`src/rtl/bus_cycle_controller.sv`:
```
// 68000-style bus cycle controller: per-region wait-state/external DTACK generation,
// interrupt acknowledge with autovector/claim, bus-error timeout, periodic timer and IPL encoding.
module bus_cycle_controller #(
  parameter int NUM_CS       = 4,
  parameter int WS_WIDTH     = 4,
  parameter int BERR_TIMEOUT = 64,
  parameter int TIMER_DIV    = 100000,
  parameter int TIMER_LEVEL  = 6
) (
  input  logic                         CLK,
  input  logic                         RST,
  input  logic                         AS,
  input  logic                         IACK,
  input  logic [2:0]                   ADDR_L,
  input  logic [NUM_CS-1:0]            SEL,
  input  logic [NUM_CS-1:0]            EXT_MODE,
  input  logic [NUM_CS*WS_WIDTH-1:0]   WAIT_STATES,
  input  logic [NUM_CS-1:0]            EXT_DTACK,
  input  logic [6:0]                   IRQ_IN,
  input  logic [6:0]                   AUTOVEC,
  input  logic                         IACK_CLAIM,
  input  logic                         TIMER_EN,
  output logic                         DTACK,
  output logic                         BERR,
  output logic                         VPA,
  output logic [2:0]                   IPL,
  output logic                         TIMER_PEND
);

  localparam int RW  = (NUM_CS > 1) ? $clog2(NUM_CS) : 1;
  localparam int TOW = $clog2(BERR_TIMEOUT + 1);
  localparam int TMW = (TIMER_DIV > 1) ? $clog2(TIMER_DIV) : 1;
  localparam logic [TOW-1:0] TO_LIMIT  = TOW'(BERR_TIMEOUT);
  localparam logic [TMW-1:0] TM_LIMIT  = TMW'(TIMER_DIV - 1);
  localparam logic [2:0]     TIMER_LVL = 3'(TIMER_LEVEL);

  typedef enum logic [1:0] {
    IDLE     = 2'd0,
    MEM_WAIT = 2'd1,
    INT_WAIT = 2'd2,
    HOLD     = 2'd3
  } state_t;

  state_t                state_r, state_s;
  logic [WS_WIDTH-1:0]   wait_cnt_r, wait_cnt_s;
  logic [TOW-1:0]        to_cnt_r, to_cnt_s, to_inc_s;
  logic [RW-1:0]         region_r, region_s;
  logic                  region_ok_r, region_ok_s;
  logic                  ext_r, ext_s;
  logic [2:0]            level_r, level_s;
  logic                  dtack_r, dtack_s;
  logic                  berr_r, berr_s;
  logic                  vpa_r, vpa_s;
  logic [2:0]            ipl_r;
  logic [TMW-1:0]        timer_cnt_r, timer_cnt_s;
  logic                  timer_pend_r, timer_pend_s;
  logic                  timer_wrap_s;
  logic                  timer_ack_s;

  logic [RW-1:0]         sel_idx_s;
  logic                  sel_any_s;
  logic [WS_WIDTH-1:0]   sel_ws_s;
  logic                  sel_ext_s;
  logic [7:0]            autovec_ext_s;
  logic [2:0]            irq_lvl_s;

  assign autovec_ext_s = {AUTOVEC, 1'b0};

  // Lowest-index active region decode; descending scan lets the lowest set bit win
  always_comb begin
    sel_idx_s = '0;
    sel_any_s = 1'b0;
    sel_ws_s  = '0;
    sel_ext_s = 1'b0;
    for (int i = NUM_CS - 1; i >= 0; i--) begin
      if (SEL[i]) begin
        sel_idx_s = RW'(i);
        sel_any_s = 1'b1;
        sel_ws_s  = WAIT_STATES[i*WS_WIDTH +: WS_WIDTH];
        sel_ext_s = EXT_MODE[i];
      end else begin
        sel_idx_s = sel_idx_s;
      end
    end
  end

  // Bus cycle FSM: next state, counters and strobe values
  always_comb begin
    state_s     = state_r;
    wait_cnt_s  = wait_cnt_r;
    to_cnt_s    = to_cnt_r;
    region_s    = region_r;
    region_ok_s = region_ok_r;
    ext_s       = ext_r;
    level_s     = level_r;
    dtack_s     = dtack_r;
    berr_s      = berr_r;
    vpa_s       = vpa_r;
    timer_ack_s = 1'b0;
    to_inc_s    = (to_cnt_r == TO_LIMIT) ? to_cnt_r : to_cnt_r + TOW'(1);

    case (state_r)
      IDLE: begin
        dtack_s = 1'b1;
        berr_s  = 1'b1;
        vpa_s   = 1'b1;
        if (!AS) begin
          to_cnt_s    = '0;
          wait_cnt_s  = sel_ws_s;
          region_s    = sel_idx_s;
          region_ok_s = sel_any_s;
          ext_s       = sel_ext_s;
          level_s     = ADDR_L;
          state_s     = IACK ? MEM_WAIT : INT_WAIT;
        end else begin
          state_s = IDLE;
        end
      end

      MEM_WAIT: begin
        if (AS) begin
          state_s = IDLE;
        end else if (region_ok_r && !ext_r && (wait_cnt_r == '0)) begin
          dtack_s = 1'b0;
          state_s = HOLD;
        end else if (region_ok_r && ext_r && !EXT_DTACK[region_r]) begin
          dtack_s = 1'b0;
          state_s = HOLD;
        end else if (to_inc_s == TO_LIMIT) begin
          to_cnt_s = to_inc_s;
          berr_s   = 1'b0;
          state_s  = HOLD;
        end else begin
          to_cnt_s = to_inc_s;
          if (wait_cnt_r != '0) begin
            wait_cnt_s = wait_cnt_r - WS_WIDTH'(1);
          end else begin
            wait_cnt_s = wait_cnt_r;
          end
        end
      end

      INT_WAIT: begin
        if (AS) begin
          state_s = IDLE;
        end else if ((level_r == TIMER_LVL) && timer_pend_r) begin
          vpa_s       = 1'b0;
          timer_ack_s = 1'b1;
          state_s     = HOLD;
        end else if (autovec_ext_s[level_r]) begin
          vpa_s   = 1'b0;
          state_s = HOLD;
        end else if (!IACK_CLAIM) begin
          dtack_s = 1'b0;
          state_s = HOLD;
        end else if (to_inc_s == TO_LIMIT) begin
          to_cnt_s = to_inc_s;
          berr_s   = 1'b0;
          state_s  = HOLD;
        end else begin
          to_cnt_s = to_inc_s;
        end
      end

      HOLD: begin
        if (AS) begin
          dtack_s = 1'b1;
          berr_s  = 1'b1;
          vpa_s   = 1'b1;
          state_s = IDLE;
        end else begin
          state_s = HOLD;
        end
      end

      default: begin
        dtack_s = 1'b1;
        berr_s  = 1'b1;
        vpa_s   = 1'b1;
        state_s = IDLE;
      end
    endcase
  end

  // Periodic timer; a wrap on the same edge as an acknowledge keeps the request pending
  always_comb begin
    timer_wrap_s = TIMER_EN && (timer_cnt_r == TM_LIMIT);
    if (!TIMER_EN) begin
      timer_cnt_s = '0;
    end else if (timer_wrap_s) begin
      timer_cnt_s = '0;
    end else begin
      timer_cnt_s = timer_cnt_r + TMW'(1);
    end
    if (timer_wrap_s) begin
      timer_pend_s = 1'b1;
    end else if (timer_ack_s) begin
      timer_pend_s = 1'b0;
    end else begin
      timer_pend_s = timer_pend_r;
    end
  end

  // Highest pending interrupt level; ascending scan lets the highest level win
  always_comb begin
    irq_lvl_s = 3'd0;
    for (int i = 0; i < 7; i++) begin
      if (!IRQ_IN[i] || (timer_pend_r && (TIMER_LEVEL == i + 1))) begin
        irq_lvl_s = 3'(i + 1);
      end else begin
        irq_lvl_s = irq_lvl_s;
      end
    end
  end

  // State, counter and output registers
  always_ff @(posedge CLK or negedge RST) begin
    if (!RST) begin
      state_r      <= IDLE;
      wait_cnt_r   <= '0;
      to_cnt_r     <= '0;
      region_r     <= '0;
      region_ok_r  <= 1'b0;
      ext_r        <= 1'b0;
      level_r      <= 3'd0;
      dtack_r      <= 1'b1;
      berr_r       <= 1'b1;
      vpa_r        <= 1'b1;
      ipl_r        <= 3'b111;
      timer_cnt_r  <= '0;
      timer_pend_r <= 1'b0;
    end else begin
      state_r      <= state_s;
      wait_cnt_r   <= wait_cnt_s;
      to_cnt_r     <= to_cnt_s;
      region_r     <= region_s;
      region_ok_r  <= region_ok_s;
      ext_r        <= ext_s;
      level_r      <= level_s;
      dtack_r      <= dtack_s;
      berr_r       <= berr_s;
      vpa_r        <= vpa_s;
      ipl_r        <= ~irq_lvl_s;
      timer_cnt_r  <= timer_cnt_s;
      timer_pend_r <= timer_pend_s;
    end
  end

  assign DTACK      = dtack_r;
  assign BERR       = berr_r;
  assign VPA        = vpa_r;
  assign IPL        = ipl_r;
  assign TIMER_PEND = timer_pend_r;

endmodule

```
`config.mk`:
```
export PLATFORM = sky130hd
export DESIGN_NAME = bus_cycle_controller
export DESIGN_NICKNAME = d
export VERILOG_FILES = /design/src/rtl/bus_cycle_controller.sv
export SDC_FILE = /design/constraint.sdc
export NUM_CORES = 1
export LEC_CHECK = 0
export BUFFER_PORTS_ARGS = -buffer_cell sky130_fd_sc_hd__buf_2
export CAP_MARGIN = 20
export CORE_ASPECT_RATIO = 1.5
export CORE_UTILIZATION = 55
export DETAILED_ROUTE_END_ITERATION = 7
export GPL_ROUTABILITY_DRIVEN = 0
export HOLD_SLACK_MARGIN = 0.08
export PLACE_DENSITY_LB_ADDON = 0.05
export SLEW_MARGIN = 40
export SYNTH_ARGS = -nofsm -noshare
export SYNTH_HDL_FRONTEND = slang
export SYNTH_SLANG_ARGS = --single-unit
```
`constraint.sdc`:
```
create_clock -name CLK -period 5.3 [get_ports CLK]
set_clock_uncertainty 0.15 [all_clocks]
set_input_delay 1.325 -clock CLK [delete_from_list [all_inputs] [get_ports CLK]]
set_output_delay 1.325 -clock CLK [all_outputs]
set_load 0.005 [all_outputs]
```
# After elaboration in Yosys (flattened, before gate mapping)
# Cells that the tools add are included.
[op_classes]
magnitude_cmp = 2
n_eq_ne = 21
reduce_logical = 23
addsub = 3
n_mux = 85
bitwise = 2
[op_table]
columns = ["operator", "count"]
rows = [
  ["$mux 7", 9],
  ["$mux 4", 10],
  ["$mux 1", 35],
  ["$mux 17", 2],
  ["$mux 2", 15],
  ["$ne 2x2->1 const B", 12],
  ["$pmux 7 s3", 1],
  ["$mux 3", 6],
  ["$add 17x1->17 const B", 1],
  ["$eq 17x17->1 const B", 1],
  ["$eq 7x7->1 const B", 2],
  ["$reduce_and 7->1", 2],
  ["$reduce_and 9->1", 1],
  ["$pmux 1 s4", 2],
  ["$pmux 2 s4", 1],
  ["$pmux 4 s2", 1],
  ["$reduce_and 8->1", 1],
  ["$add 7x1->7 const B", 1],
  ["$logic_and 1x1->1", 6],
  ["$ne 3x3->1 const B", 2],
  ["$reduce_bool 3->1", 2],
  ["$eq 2x2->1 const B", 2],
  ["$logic_not 4->1", 1],
  ["$lt 3x4->1 const B", 1],
  ["other kinds (16)", 19],
]
[word_totals]
reg_bits = 44
out_inout_bits = 7
input_bits = 51
word_cells = 149

# Depth between registers and ports, before layout
[logic_depth]
depth_word = 9
depth_mapped = 10
mapped_depth_nobuf = 8

# Worst setup path after synthesis
# OpenSTA, ideal clock, no wires.
[synth_path]
kind = "in2reg"
from = "input port AUTOVEC[3]"
to = "register to_cnt_r[0]"
path_slack_ns = 2.074
setup_time_ns = 0.125
stages = 7
arrival_ns = 2.951
path_cell_list = "mux2_4 mux4_2 a221oi_2 nand3_1 buf_6 a21o_1 mux2_2"
[synth_via]
elab_chain_len = 4
[synth_lines]
columns = ["item", "line", "text"]
rows = [
  ["start: declaration", "20", "input logic [6:0] AUTOVEC,"],
  ["$bmux 1 s3", "150", "end else if (autovec_ext_s[level_r]) begin"],
  ["$mux 1 (implied by the code)", "150", ""],
  ["$ne 2x2->1 (no line)", "--", ""],
  ["$reduce_and 9->1 (no line)", "--", ""],
  ["end signal: assignment", "235", "to_cnt_r <= to_cnt_s;"],
  ["end: declaration", "46", "logic [TOW-1:0] to_cnt_r, to_cnt_s, to_inc_s;"],
]
# No other way between the ends. The select of a mux whose other input is x is not followed.
# A chain may end at the register's enable or synchronous reset.

# Worst setup path after layout
[layout_path]
from = "input port AUTOVEC[3]"
to = "register to_cnt_r[3]"
# The elaborated chain is that of the path after synthesis.

==> summary.txt <==
Detailed routing
  • Final ANT Viol Nets: 0
  • Drt via density: 5.56
  • Post-route DRC violation count: 0
  • Drt total wl: 5740 um
  • DRT Pass-1 Iters: 4
  • DR iter-0 viols: 109
  • Routed wire length per instance: 13.4 um
  • Detailed-route via count: 2376

Global routing
  • Initial antenna violation count: 0
  • Grt ovf: 0
  • First-pass GRT wire length: 9460 um
  • Largest net degree at the start of global routing: 45
  • GRT Overall Usage: 23.2%
  • Vias in the first global route: 2175

Synth
  • Yosys cell types: 62
  • Mean Syn Cell Area: 9.03 sq um
  • Sequential share of the synthesized area: 39.9%
  • Synthesized instance count: 308
  • Yosys warning total: 0
  • Post-synth ARST share: 100%
  • Post-synth EDFFs: 0
  • Yosys reg bits: 44
  • Prevailing post-synth register cell: dfrtp_1
  • Cell Area, Synth: 0.00278 sq mm
  • Net Count, Synth: 368

STA
  • Tcrit/Tclk final: 63.3%
  • Final setup vio count: 0
  • Final Hold Vio Count: 0
  • TNS Setup: 0 ps
  • Rel. slew slack: 61.2%
  • Fin. max-slew vios: 0
  • F_max: 0.298 GHz
  • Setup WS post-layout: 1950 ps
  • Tightest Pin Transition: 574 ps
  • Fin Hold WS: 343 ps
  • RSZ-0062 raised after global routing: false
  • Fin crit period: 3350 ps

Hold path
  • Worst hold path class: reg2reg

CTS
  • Post-CTS setup buffer count: 0
  • Total CTS buffers: 5
  • Clock tree from TritonCTS: done
  • Clk pin slew, worst setup/hold paths: 80 ps
  • Hold_buf cts: 0
  • Clock root cell: clkbuf_8
  • Gates resized, CTS repair: 0
  • H-tree depth: 2
  • Clock latency on the worst-skew pair: 290 ps
  • Clock buffer depth: 2
  • Clk sinks: 44

Layout
  • Fin cells: 427
  • Most common cell after layout, fill and taps aside: buf_2
  • Commonest cells after routing, fill and taps aside: buf_2, dfrtp_1, nor2_1
  • N_diodes: 0
  • Final instance area: 0.00321 sq mm
  • Synth-to-Final Area Change: 15.2%
  • Final #Nets: 420
  • Layout cells sized above 1: 23.5%

Die
  • Core Area: 0.00485 sq mm
  • Chip Height: 89.1 um
  • Starting Density: 57.4%
  • Io pins: 58
  • DIE WIDTH: 60.1 um
  • Core Rows: 31
  • Die area: 0.00535 sq mm

Critical path
  • CP max stage delay: 560 ps
  • CP Cell Sequence: buf_2, mux2_4, mux4_2, a221oi_2, nand3_1, or4b_1, nand3_1
  • Worst Path Required: 5380 ps
  • Most used cell along the critical path: nand3_1
  • CP max-delay cell: or4b_1
  • Crit-path max FO: 11
  • Crit path kind: in2reg
  • Crit path arrival time: 3430 ps
  • Crit path launch type: input pin
  • Crit end category: register

Pwr
  • Sw Ratio: 36.8%
  • Pwr dens: 400 mW/mm^2
  • Total internal power: 811 uW
  • Comb power frac: 41.0%
  • Part of the power in the clock network: 21.5%
  • Switching pwr: 472 uW
  • Peak supply drop: 313 uV
  • Flop pwr share: 37.5%
  • LEAKAGE: 1.51 nW

Place
  • HPWL Detailed: 4410 um
  • Worst slack, placed: 1650 ps
  • Post-Place Cell Area: 0.00308 sq mm
  • Placed cells: 419
  • Port bufs: 57

Run status
  • Outcome: complete, no violations

Run
  • Max Cap Viol: 0
## worst max-delay path: cells and delay by family
kind                   cells  cell delay, ps
multiplexers               2             780
AND/OR/NAND/NOR            3             990
buffers and inverters      1              90
AO/OA/AOI/OAI              1             240
## per-stage QoR
step	util, %	total power [mW]
floorplan	-	0.898
global placement	63.5	0.999
detailed placement	63.5	1.01
CTS	66.1	1.29
global route	66.1	1.39
finish	66.1	1.28
## cells by family (layout without fill, tap and decap cells)
logic type               count (synthesis)  after routing  share of synthesized area (%)
buffers and inverters                   32             85                           5.31
XOR/XNOR                                19             19                           5.98
AND/OR/NAND/NOR                        121            121                           21.7
adder cells (fa/ha/maj)                  9              9                           4.05
AO/OA/AOI/OAI                           71             71                           17.8
flip-flops                              44             44                           39.9
multiplexers                            12             12                           5.31
## power by group through the flow
stage | Combinational (mW) | Clock (mW) | Sequential, mW
after floorplan | 0.437 | 0 | 0.461
after global placement | 0.515 | 0 | 0.484
after detailed placement | 0.527 | 0 | 0.487
after CTS | 0.529 | 0.285 | 0.480
after global routing | 0.596 | 0.297 | 0.492
final | 0.526 | 0.276 | 0.481
## routing by layer
layer	part of all wire [%]	global-route usage, %
met1	41	26.9
met5	0	0
met4	2.2	8.03
met2	52	41.8
met3	4.7	4.63
## synth_stat cells (3+ instances only)
cell type   n  area, sq um
dfrtp_1    38          951
nor2_1     33          124
nand2_1    29          109
inv_1      20         75.1
nand3_1    18         90.1
o21ai_0    17         85.1
a21oi_1    11         55.1
xor2_1     11         96.3
ha_1        9          113
xnor2_1     8         70.1
a31oi_1     6         37.5
clkbuf_1    6         22.5
dfstp_2     6          158
nor3_1      6         30.0
and3_1      5         31.3
mux2i_1     5         50.1
a221oi_1    4         35.0
mux2_2      4         45.0
nand2b_1    4         25.0
nand4_1     4         25.0
a211o_1     3         26.3
a22oi_1     3         22.5
nand3b_1    3         22.5
nor2b_1     3         18.8
o22ai_1     3         18.8
## state kept, by name (all words and copies together), names as in the netlist, 2 cells and up
| register | cells |
|---|---|
| IPL | 3 |
| to_cnt_r | 7 |
| level_r | 3 |
| state_r | 2 |
| timer_cnt_r | 17 |
| wait_cnt_r | 4 |
| region_r | 2 |
## final cells by class
type,count,area (sq um)
clock inverters,1,30.0
well taps,66,82.6
repair buffers,57,288
fillers,412,1640
inverters,20,75.1
clock buffers,7,96.3
flip-flops and latches,44,1110
multi-input cells,232,1530
## worst paths after layout
kind,startpoint,endpoint,slack [ps],depth (start not counted)
worst max-delay path,AUTOVEC[3],to_cnt_r[3],1950,7
worst min-delay path,timer_cnt_r[0],timer_cnt_r[0],340,1
worst max register to register,level_r[0],to_cnt_r[3],2490,6
worst min register to register,timer_cnt_r[0],timer_cnt_r[0],340,1
max in group asynchronous,RST,BERR,3750,1
min in group asynchronous,RST,level_r[1],860,1
Power figures use the tool's default switching activity.
